## src/rtl/sprite_motion.sv

```systemverilog
// Multi-sprite motion engine: advances NUM_SPR position/velocity pairs once per frame_tick.
// Optional edge wrap-around is enabled by defining SPRITE_MOTION_WRAP_EN (adds the wrap_mode port).
module sprite_motion #(
   parameter int unsigned NUM_SPR  = 4,
   parameter int unsigned POS_W    = 16,
   parameter int unsigned VEL_W    = 8,
   parameter int          SCREEN_W = 800,
   parameter int          SCREEN_H = 480,
   parameter int          SPR_W    = 64,
   parameter int          SPR_H    = 64,
   parameter int unsigned IDX_W    = (NUM_SPR > 1) ? $clog2(NUM_SPR) : 1
) (
   input  logic                    clk_sys,
   input  logic                    reset,
   input  logic                    frame_tick,
   input  logic                    pause,
`ifdef SPRITE_MOTION_WRAP_EN
   input  logic                    wrap_mode,
`endif
   input  logic                    load_valid,
   output logic                    load_ready,
   input  logic [IDX_W-1:0]        load_idx,
   input  logic signed [POS_W-1:0] load_x,
   input  logic signed [POS_W-1:0] load_y,
   input  logic signed [VEL_W-1:0] load_vx,
   input  logic signed [VEL_W-1:0] load_vy,
   input  logic [IDX_W-1:0]        rd_idx,
   output logic signed [POS_W-1:0] rd_x,
   output logic signed [POS_W-1:0] rd_y,
   output logic signed [VEL_W-1:0] rd_vx,
   output logic signed [VEL_W-1:0] rd_vy,
   output logic                    busy,
   output logic                    update_done,
   output logic [NUM_SPR-1:0]      edge_hit,
   output logic                    overrun
);

   localparam int MAX_X = SCREEN_W - SPR_W;
   localparam int MAX_Y = SCREEN_H - SPR_H;
   localparam int unsigned AX_W = POS_W + VEL_W + 1;
   localparam logic signed [POS_W-1:0] MAXX_P = POS_W'(MAX_X);
   localparam logic signed [POS_W-1:0] MAXY_P = POS_W'(MAX_Y);
   localparam logic signed [POS_W:0]   MAXX_N = (POS_W+1)'(MAX_X);
   localparam logic signed [POS_W:0]   MAXY_N = (POS_W+1)'(MAX_Y);
   localparam logic signed [POS_W:0]   ONE_N  = (POS_W+1)'(1);
   localparam logic [IDX_W-1:0]        LAST_K = IDX_W'(NUM_SPR - 1);

   typedef enum logic [1:0] {IDLE, RUN, DONE} state_t;

   state_t             state_q, state_d;
   logic [IDX_W-1:0]   k_q, k_d;
   logic               pend_q, pend_d;
   logic               start, drop, load_acc, wrap_c;

   logic signed [POS_W-1:0] x_r  [NUM_SPR];
   logic signed [POS_W-1:0] y_r  [NUM_SPR];
   logic signed [VEL_W-1:0] vx_r [NUM_SPR];
   logic signed [VEL_W-1:0] vy_r [NUM_SPR];

   logic [AX_W-1:0]         ax, ay;
   logic signed [POS_W-1:0] nx, ny;
   logic signed [VEL_W-1:0] nvx, nvy;
   logic                    hx, hy;

`ifdef SPRITE_MOTION_WRAP_EN
   assign wrap_c = wrap_mode;
`else
   assign wrap_c = 1'b0;
`endif

   assign load_acc = load_valid & load_ready;

   // One axis step: returns {edge, new position, new velocity}
   function automatic logic [AX_W-1:0] axis_step(input logic signed [POS_W-1:0] p,
                                                 input logic signed [VEL_W-1:0] v,
                                                 input logic signed [POS_W:0]   mx,
                                                 input logic                    wrap);
      logic signed [POS_W:0]   n;
      logic signed [POS_W:0]   r;
      logic signed [VEL_W-1:0] vo;
      logic                    hit;
      n   = (POS_W+1)'(p) + (POS_W+1)'(v);
      r   = n;
      vo  = v;
      hit = 1'b0;
      if (n[POS_W]) begin
         hit = 1'b1;
         if (wrap) r = n + mx + ONE_N;
         else begin
            r  = -n;
            vo = -v;
         end
      end else if (n > mx) begin
         hit = 1'b1;
         if (wrap) r = n - mx - ONE_N;
         else begin
            r  = mx + mx - n;
            vo = -v;
         end
      end
      return {hit, r[POS_W-1:0], vo};
   endfunction

   function automatic logic signed [POS_W-1:0] clamp(input logic signed [POS_W-1:0] p,
                                                     input logic signed [POS_W-1:0] mx);
      if (p[POS_W-1]) return '0;
      else if (p > mx) return mx;
      else return p;
   endfunction

   always_comb begin
      ax  = axis_step(x_r[k_q], vx_r[k_q], MAXX_N, wrap_c);
      ay  = axis_step(y_r[k_q], vy_r[k_q], MAXY_N, wrap_c);
      hx  = ax[AX_W-1];
      nx  = ax[AX_W-2:VEL_W];
      nvx = ax[VEL_W-1:0];
      hy  = ay[AX_W-1];
      ny  = ay[AX_W-2:VEL_W];
      nvy = ay[VEL_W-1:0];
   end

   always_ff @(posedge clk_sys or negedge reset) begin
      if (!reset) begin
         state_q <= IDLE;
         k_q     <= '0;
         pend_q  <= 1'b0;
      end else begin
         state_q <= state_d;
         k_q     <= k_d;
         pend_q  <= pend_d;
      end
   end

   // A tick that coincides with an accepted load is deferred one cycle so the pass sees the load
   always_comb begin
      state_d = state_q;
      k_d     = k_q;
      pend_d  = pend_q;
      start   = 1'b0;
      drop    = 1'b0;
      unique case (state_q)
         IDLE: begin
            if (pend_q) begin
               start  = 1'b1;
               pend_d = 1'b0;
               drop   = frame_tick & ~pause;
            end else if (frame_tick && !pause) begin
               if (load_acc) pend_d = 1'b1;
               else          start  = 1'b1;
            end
            if (start) begin
               state_d = RUN;
               k_d     = '0;
            end
         end
         RUN: begin
            drop = frame_tick & ~pause;
            if (k_q == LAST_K) state_d = DONE;
            else               k_d     = k_q + IDX_W'(1);
         end
         DONE: begin
            drop    = frame_tick & ~pause;
            state_d = IDLE;
         end
         default: state_d = IDLE;
      endcase
   end

   always_ff @(posedge clk_sys or negedge reset) begin
      if (!reset) begin
         busy        <= 1'b0;
         load_ready  <= 1'b1;
         update_done <= 1'b0;
         overrun     <= 1'b0;
         edge_hit    <= '0;
      end else begin
         busy        <= (state_d == RUN);
         load_ready  <= (state_d == IDLE);
         update_done <= (state_d == DONE);
         if (drop) overrun <= 1'b1;
         if (start) edge_hit <= '0;
         else if (state_q == RUN && (hx || hy)) edge_hit[k_q] <= 1'b1;
      end
   end

   // Sprite state: loads only happen in IDLE, pass writes only in RUN
   always_ff @(posedge clk_sys or negedge reset) begin
      if (!reset) begin
         for (int i = 0; i < int'(NUM_SPR); i++) begin
            x_r[i]  <= POS_W'((i * SPR_W) % (MAX_X + 1));
            y_r[i]  <= '0;
            vx_r[i] <= VEL_W'(1);
            vy_r[i] <= VEL_W'(1);
         end
      end else begin
         if (load_acc && (int'(load_idx) < int'(NUM_SPR))) begin
            x_r[load_idx]  <= clamp(load_x, MAXX_P);
            y_r[load_idx]  <= clamp(load_y, MAXY_P);
            vx_r[load_idx] <= load_vx;
            vy_r[load_idx] <= load_vy;
         end
         if (state_q == RUN) begin
            x_r[k_q]  <= nx;
            y_r[k_q]  <= ny;
            vx_r[k_q] <= nvx;
            vy_r[k_q] <= nvy;
         end
      end
   end

   always_ff @(posedge clk_sys or negedge reset) begin
      if (!reset) begin
         rd_x  <= '0;
         rd_y  <= '0;
         rd_vx <= '0;
         rd_vy <= '0;
      end else if (int'(rd_idx) < int'(NUM_SPR)) begin
         rd_x  <= x_r[rd_idx];
         rd_y  <= y_r[rd_idx];
         rd_vx <= vx_r[rd_idx];
         rd_vy <= vy_r[rd_idx];
      end else begin
         rd_x  <= '0;
         rd_y  <= '0;
         rd_vx <= '0;
         rd_vy <= '0;
      end
   end

endmodule

```

## config.mk

```make
export PLATFORM = sky130hd
export DESIGN_NAME = sprite_motion
export DESIGN_NICKNAME = d
export VERILOG_FILES = /design/src/rtl/sprite_motion.sv
export SDC_FILE = /design/constraint.sdc
export NUM_CORES = 1
export LEC_CHECK = 0
export CAP_MARGIN = 20
export CORE_MARGIN = 5
export CORE_UTILIZATION = 50
export DETAILED_ROUTE_END_ITERATION = 12
export GPL_ROUTABILITY_DRIVEN = 0
export PLACE_DENSITY = 0.7
export SYNTH_ARGS = -nofsm -noshare
export SYNTH_HDL_FRONTEND = slang
export SYNTH_SLANG_ARGS = --single-unit
export TNS_END_PERCENT = 1
```

## constraint.sdc

```tcl
create_clock -name clk_sys -period 12.81 [get_ports clk_sys]
set_input_delay 2.562 -clock clk_sys [delete_from_list [all_inputs] [get_ports clk_sys]]
set_output_delay 2.562 -clock clk_sys [all_outputs]
set_load 0.01 [all_outputs]
```

# ---- After elaboration in Yosys (flattened, before gate mapping)
# Index checks and enable logic that the tools add are counted.
dict set report totals {
  out_inout_bits 56
  register_bits 253
  input_bits 57
  wordCells 161
}
dict set report op_classes {
  eq_ne 7
  reduce_logical 13
  magnitude_cmp 11
  addsub 9
  bitwise_logic 7
  n_mux 86
}
# operator n
set op_table {}
lappend op_table {{$bwmux W64} 4}
lappend op_table {{$mux W16} 16}
lappend op_table {{$mux W64} 4}
lappend op_table {{$bmux W16 S2} 4}
lappend op_table {{$bwmux W32} 4}
lappend op_table {{$mux W32} 4}
lappend op_table {{$mux W8} 14}
lappend op_table {{$bmux W8 S2} 4}
lappend op_table {{$demux W16 S2} 2}
lappend op_table {{$mux W15} 4}
lappend op_table {{$add A16 B8 Y17} 2}
lappend op_table {{$demux W8 S2} 2}
lappend op_table {{$neg A16 Y16} 2}
lappend op_table {{$gt A17 B10 Y1 const B} 1}
lappend op_table {{$gt A17 B11 Y1 const B} 1}
lappend op_table {{$gt A16 B10 Y1 const B} 1}
lappend op_table {{$gt A16 B11 Y1 const B} 1}
lappend op_table {{$neg A8 Y8} 2}
lappend op_table {{$sub A11 B16 Y16 const A} 1}
lappend op_table {{$sub A12 B16 Y16 const A} 1}
lappend op_table {{$mux W1} 14}
lappend op_table {{$ge A3 B3 Y1 const B} 3}
lappend op_table {{$not A2 Y3} 3}
lappend op_table {{$mux W2} 4}
lappend op_table {{other kinds (22)} 35}

# ---- Logic depth before layout (Yosys ltp)
dict set report depth {
  ltp_word 12
  mapped_depth 19
  ltp_nobuf 15
}

# ---- Worst setup path before layout
# OpenSTA, ideal clock, no wires.
dict set report synth_path {
  path_kind {register to register}
  from {register k_q[0]}
  to {register x_r[1] (netlist bit)}
  required_time_ns 12.673
  n_path_buf 6
  period_less_slack_ns 5.593
  setup_time_ns 0.137
  path_stages_with_launch 19
  slack_ns 7.217
  t_arrival_ns 5.456
  path_cell_list {dfrtp_1 clkbuf_1 buf_2 buf_2 buf_1 mux4_2 ha_1 fa_1 a21o_1 a221oi_4 o221ai_2 a211o_1 a211o_1 a21oi_2 and4_1 buf_2 buf_6 mux2i_1 a21oi_1}
}
dict set report synth_between {
  elab_chain_len 10
  word_cells_on_any_way 20
  classes_between {3 x add/sub; 3 x order compare; 12 x mux; 1 x bitwise; 1 x reduce/logical}
}
# element line_no
set synth_rtl {}
lappend synth_rtl {{start, declared} 51} ;# logic [IDX_W-1:0] k_q, k_d;
lappend synth_rtl {{start signal, assigned} 129} ;# k_q <= k_d;
lappend synth_rtl {{$not A2 Y3 (implied by the code) *} {112, 203}}
lappend synth_rtl {{$bmux W16 S2 or $bmux W8 S2 (tied branches)} 112} ;# ax = axis_step(x_r[k_q], vx_r[k_q], MAXX_N, wrap_c);
lappend synth_rtl {{$mux W16 (implied by the code) or $mux W8 (tied branches) (2 in series)} 112}
lappend synth_rtl {{$add A16 B8 Y17} 82} ;# n = (POS_W+1)'(p) + (POS_W+1)'(v);
lappend synth_rtl {{$sub A12 B16 Y16 or $gt A17 B11 Y1 (tied branches)} {97, 93}}
lappend synth_rtl {{$mux W16} 93} ;# end else if (n > mx) begin
lappend synth_rtl {{$mux W16} 86} ;# if (n[POS_W]) begin
lappend synth_rtl {{$bwmux W64 *} 203} ;# x_r[k_q] <= nx;
lappend synth_rtl {{$mux W64 *} 202} ;# if (state_q == RUN) begin
lappend synth_rtl {{end signal, assigned by index} 190} ;# x_r[i] <= POS_W'((i * SPR_W) % (MAX_X + 1));
lappend synth_rtl {{end signal, assigned by index} 197} ;# x_r[load_idx] <= clamp(load_x, MAXX_P);
lappend synth_rtl {{end signal, assigned by index} 203}
lappend synth_rtl {{end, declared} 55} ;# logic signed [POS_W-1:0] x_r [NUM_SPR];
# Every way passes the cells marked *; elsewhere a longest branch is shown, timed or not. The select of a mux whose other input is x is not followed.
# A chain may end at the register's enable or synchronous reset.

# ---- Worst setup path in the final report
dict set report layout_path {
  from {register k_q[0]}
  to {register vx_r[1] (netlist bit)}
}
dict set report layout_between {
  elab_chain_len 10
  word_cells_on_any_way 19
  classes_between {2 x add/sub; 3 x order compare; 12 x mux; 1 x bitwise; 1 x reduce/logical}
}
# element line_no
set layout_rtl {}
lappend layout_rtl {{$not A2 Y3 (implied by the code) *} {112, 205}}
lappend layout_rtl {{$bmux W16 S2 or $bmux W8 S2 (tied branches)} 112}
lappend layout_rtl {{$mux W16 (implied by the code) or $mux W8 (tied branches) (2 in series)} 112}
lappend layout_rtl {{$add A16 B8 Y17} 82}
lappend layout_rtl {{$gt A17 B11 Y1} 93}
lappend layout_rtl {{$mux W8} 93}
lappend layout_rtl {{$mux W8} 86}
lappend layout_rtl {{$bwmux W32 *} 205} ;# vx_r[k_q] <= nvx;
lappend layout_rtl {{$mux W32 *} 202}
lappend layout_rtl {{end signal, assigned by index} 199} ;# vx_r[load_idx] <= load_vx;
lappend layout_rtl {{end signal, assigned by index} 205}
lappend layout_rtl {{end, declared} 57} ;# logic signed [VEL_W-1:0] vx_r [NUM_SPR];
# Marked as above.

==> run metrics <==
post-cts repair resize count=0; routed wire length=42.8 mm; number of flops mapped to enable cells by yosys=0; PortBufs=between 100 and 150; dominant cell type by area after synthesis=sky130_fd_sc_hd__dfrtp_1; number of warning messages in the yosys log=0; flops & latches, synth=253; DPL Wire Length=27.5 mm; TNS Setup=0 ns; clock buffer depth=3; type of element launching the critical path=flop; TritonCTS clock tree=built; net total in the final layout=roughly 1700; CTS clock-pin slew for the worst setup and hold paths=0.06 ns; most frequent cells in the layout=sky130_fd_sc_hd__dfrtp_1 (238), sky130_fd_sc_hd__nor2_1 (157), sky130_fd_sc_hd__a21oi_1 (153); final worst path period need=6.01 ns; type of the most critical hold path=flop to flop; Horiz. Die Dim=between 150 and 200 microns; full die area=approximately 35000 sq um; total number of H-tree levels=1; flip-flop cell with the highest count after synthesis=sky130_fd_sc_hd__dfrtp_1; crit path kind=flop to flop; endpoints failing hold=0; Max Fclk=166 MHz; most common cell after layout, fill and taps aside=sky130_fd_sc_hd__dfrtp_1; wire length of the first global-routing pass=69.2 mm; cell area after synthesis=about 16000 sq um; Cells after Synth=1526; Syn-to-layout area delta=15.4%; FP Rows=64; first drt pass iteration count=7; required time of the critical path=13.24 ns; Syn Area/Cell=10.2 sq um; clock latency on the worst-skew pair=between 0.5 and 0.6 ns; number of hold buffers added after CTS=0; FFs w/ async S/R, synth=1.00; clk sink count=253; # DRC=0; first-iteration detailed-routing DRC count=1169; number of max-slew violations in the final report=0; die height=~190 microns; Period Utilization, post-route=0.469; remaining global-route overflow=0; global-route total usage across every layer=0.240; worst slew pin tran=0.978 ns; total of max-cap violations=0; outcome=completed; maximum number of pins on one net before global-route repair=117; largest fanout on the critical path=37; remaining antenna violation count after routing=0; Antenna Cells=0; slew margin rel.=0.348; vias per std cell=6.36; TritonCTS buffer count=30; Post-Syn Nets=1628; average wire per standard cell=between 20 and 25 microns; antenna violations before repair=0; buffer cell driving the clock tree root=sky130_fd_sc_hd__clkbuf_16; Crit path arrival time=between 6 and 7 ns; final worst hold slack=0.476 ns; layout cells sized above 1=0.165; Post CTS Setup Buffer Count=0; core region area=30700 sq um; Setup-failing EPs final=0; number of ports placed on the die boundary=113; starting density of the core=0.508; top-area cell type share of the netlist area=0.386; sort of element at the end of the critical path=flop; via count of the first global-routing pass=12555; leading post-synthesis cells by cell area=sky130_fd_sc_hd__dfrtp_1 (39%), sky130_fd_sc_hd__mux4_2 (14%), sky130_fd_sc_hd__a21oi_1 (4.9%), sky130_fd_sc_hd__nor2_1 (3.8%), sky130_fd_sc_hd__ha_1 (3.5%); unrepaired setup endpoints after global routing=no; detailed-route via count=12750; Layout Skew=slightly below 0.03 ns; Util after Layout=0.586; sequential element share of the synthesized area=0.407; count of distinct cell types in the synthesized netlist=76
==> worst max-delay path, stage by stage, from the launching register on <==
cell and delay [ns]:
sky130_fd_sc_hd__dfrtp_4 0.66, sky130_fd_sc_hd__buf_4 0.68, sky130_fd_sc_hd__mux4_2 0.68, sky130_fd_sc_hd__ha_1 0.27, sky130_fd_sc_hd__fa_1 0.41, sky130_fd_sc_hd__a21o_1 0.22, sky130_fd_sc_hd__a221oi_4 0.39, sky130_fd_sc_hd__xnor2_1 0.30
sky130_fd_sc_hd__a41o_1 0.34, sky130_fd_sc_hd__a221oi_1 0.46, sky130_fd_sc_hd__and4_1 0.80, sky130_fd_sc_hd__mux2_2 0.45, sky130_fd_sc_hd__nand2_1 0.08, sky130_fd_sc_hd__o21ai_0 0.08
==> layer usage <==
| metal | track usage | part of all wire | up-vias |
|---|---|---|---|
| met3 | 0.0385 | 0.071 | 73 |
| met1 | 0.346 | 0.43 | 6371 |
| met5 | 0 | 0 | - |
| li1 | - | - | 5788 |
| met4 | 0.0611 | 0.024 | 0 |
| met2 | 0.386 | 0.47 | 518 |
==> path summary, 6_finish.rpt <==
| check | start | endpoint | slack [ns] | cells after the start |
|---|---|---|---|---|
| max reg2reg | k_q[0] | vx_r[1] | 6.80 | 13 |
| min | overrun | overrun | 0.48 | 1 |
| max | k_q[0] | vx_r[1] | 6.80 | 13 |
| min in group asynchronous | reset | vy_r[4] | 2.06 | 1 |
| min reg2reg | overrun | overrun | 0.48 | 1 |
| max in group asynchronous | reset | k_q[0] | 9.17 | 2 |
==> synthesized netlist by cell type (6+ instances only) <==
library cell                 n
sky130_fd_sc_hd__dfrtp_1   240
sky130_fd_sc_hd__nor2_1    158
sky130_fd_sc_hd__a21oi_1   153
sky130_fd_sc_hd__nand2_1   125
sky130_fd_sc_hd__o21ai_0   100
sky130_fd_sc_hd__mux4_2     96
sky130_fd_sc_hd__clkbuf_1   84
sky130_fd_sc_hd__nand3_1    75
sky130_fd_sc_hd__a211oi_1   62
sky130_fd_sc_hd__ha_1       43
sky130_fd_sc_hd__mux2_2     41
sky130_fd_sc_hd__xnor2_1    29
sky130_fd_sc_hd__inv_1      28
sky130_fd_sc_hd__xor2_1     19
sky130_fd_sc_hd__o21ai_1    18
sky130_fd_sc_hd__and3_1     17
sky130_fd_sc_hd__nor3_1     16
sky130_fd_sc_hd__buf_1      14
sky130_fd_sc_hd__mux2i_1    14
sky130_fd_sc_hd__xnor2_2    14
sky130_fd_sc_hd__dfstp_2    13
sky130_fd_sc_hd__o211ai_1   13
sky130_fd_sc_hd__a31oi_1    10
sky130_fd_sc_hd__o21a_1     10
sky130_fd_sc_hd__and2_1      8
sky130_fd_sc_hd__nand4_1     8
sky130_fd_sc_hd__or3_1       8
sky130_fd_sc_hd__a21o_1      7
sky130_fd_sc_hd__buf_2       6
sky130_fd_sc_hd__nor2b_1     6
sky130_fd_sc_hd__o21bai_1    6
==> sequential cells by signal, indices dropped and copies added, names as in the netlist, 2 cells and up <==
name,cells
x_r,64
y_r,64
vx_r,32
vy_r,32
rd_x,16
rd_y,16
rd_vx,8
rd_vy,8
edge_hit,4
k_q,2
state_q,2
==> cell families (layout without fill, tap and decap cells) <==
logic type / Yosys count / in the layout / share of synthesized area
xor gates and xnor gates: 62 / 62 / 0.0416
adders and majority gates: 45 / 45 / 0.0371
muxes: 151 / 151 / 0.177
AOI/OAI and AO/OA: 430 / 430 / 0.171
DFF: 253 / 253 / 0.407
and+or+nand+nor: 451 / 451 / 0.132
buffers and inverters: 134 / 217 / 0.0335
==> area by class of cell <==
| type | instances | area (sq um) |
|---|---|---|
| fill | 2609 | 12700 |
| clock buffer | 47 | 895 |
| timing repair buffer | 133 | 1280 |
| sequential | 253 | 6350 |
| tap | 396 | 495 |
| clock inverter | 9 | 114 |
| inverter | 28 | 105 |
| multi-input combinational | 1139 | 8730 |
==> metrics by stage <==
step / setup WS, ns / cells / area, sq um
detailed placement: 6.85 / 1948 / 17000
finish: 6.80 / 2005 / 18000
global route: 6.43 / 2005 / 18000
floorplan: 7.22 / 1526 / 15600
global placement: 6.93 / 1948 / 17000
CTS: 6.83 / 2004 / 18000
Power is not shown: default switching activity piles up to over one toggle a cycle in this logic, so the estimate is an artifact.
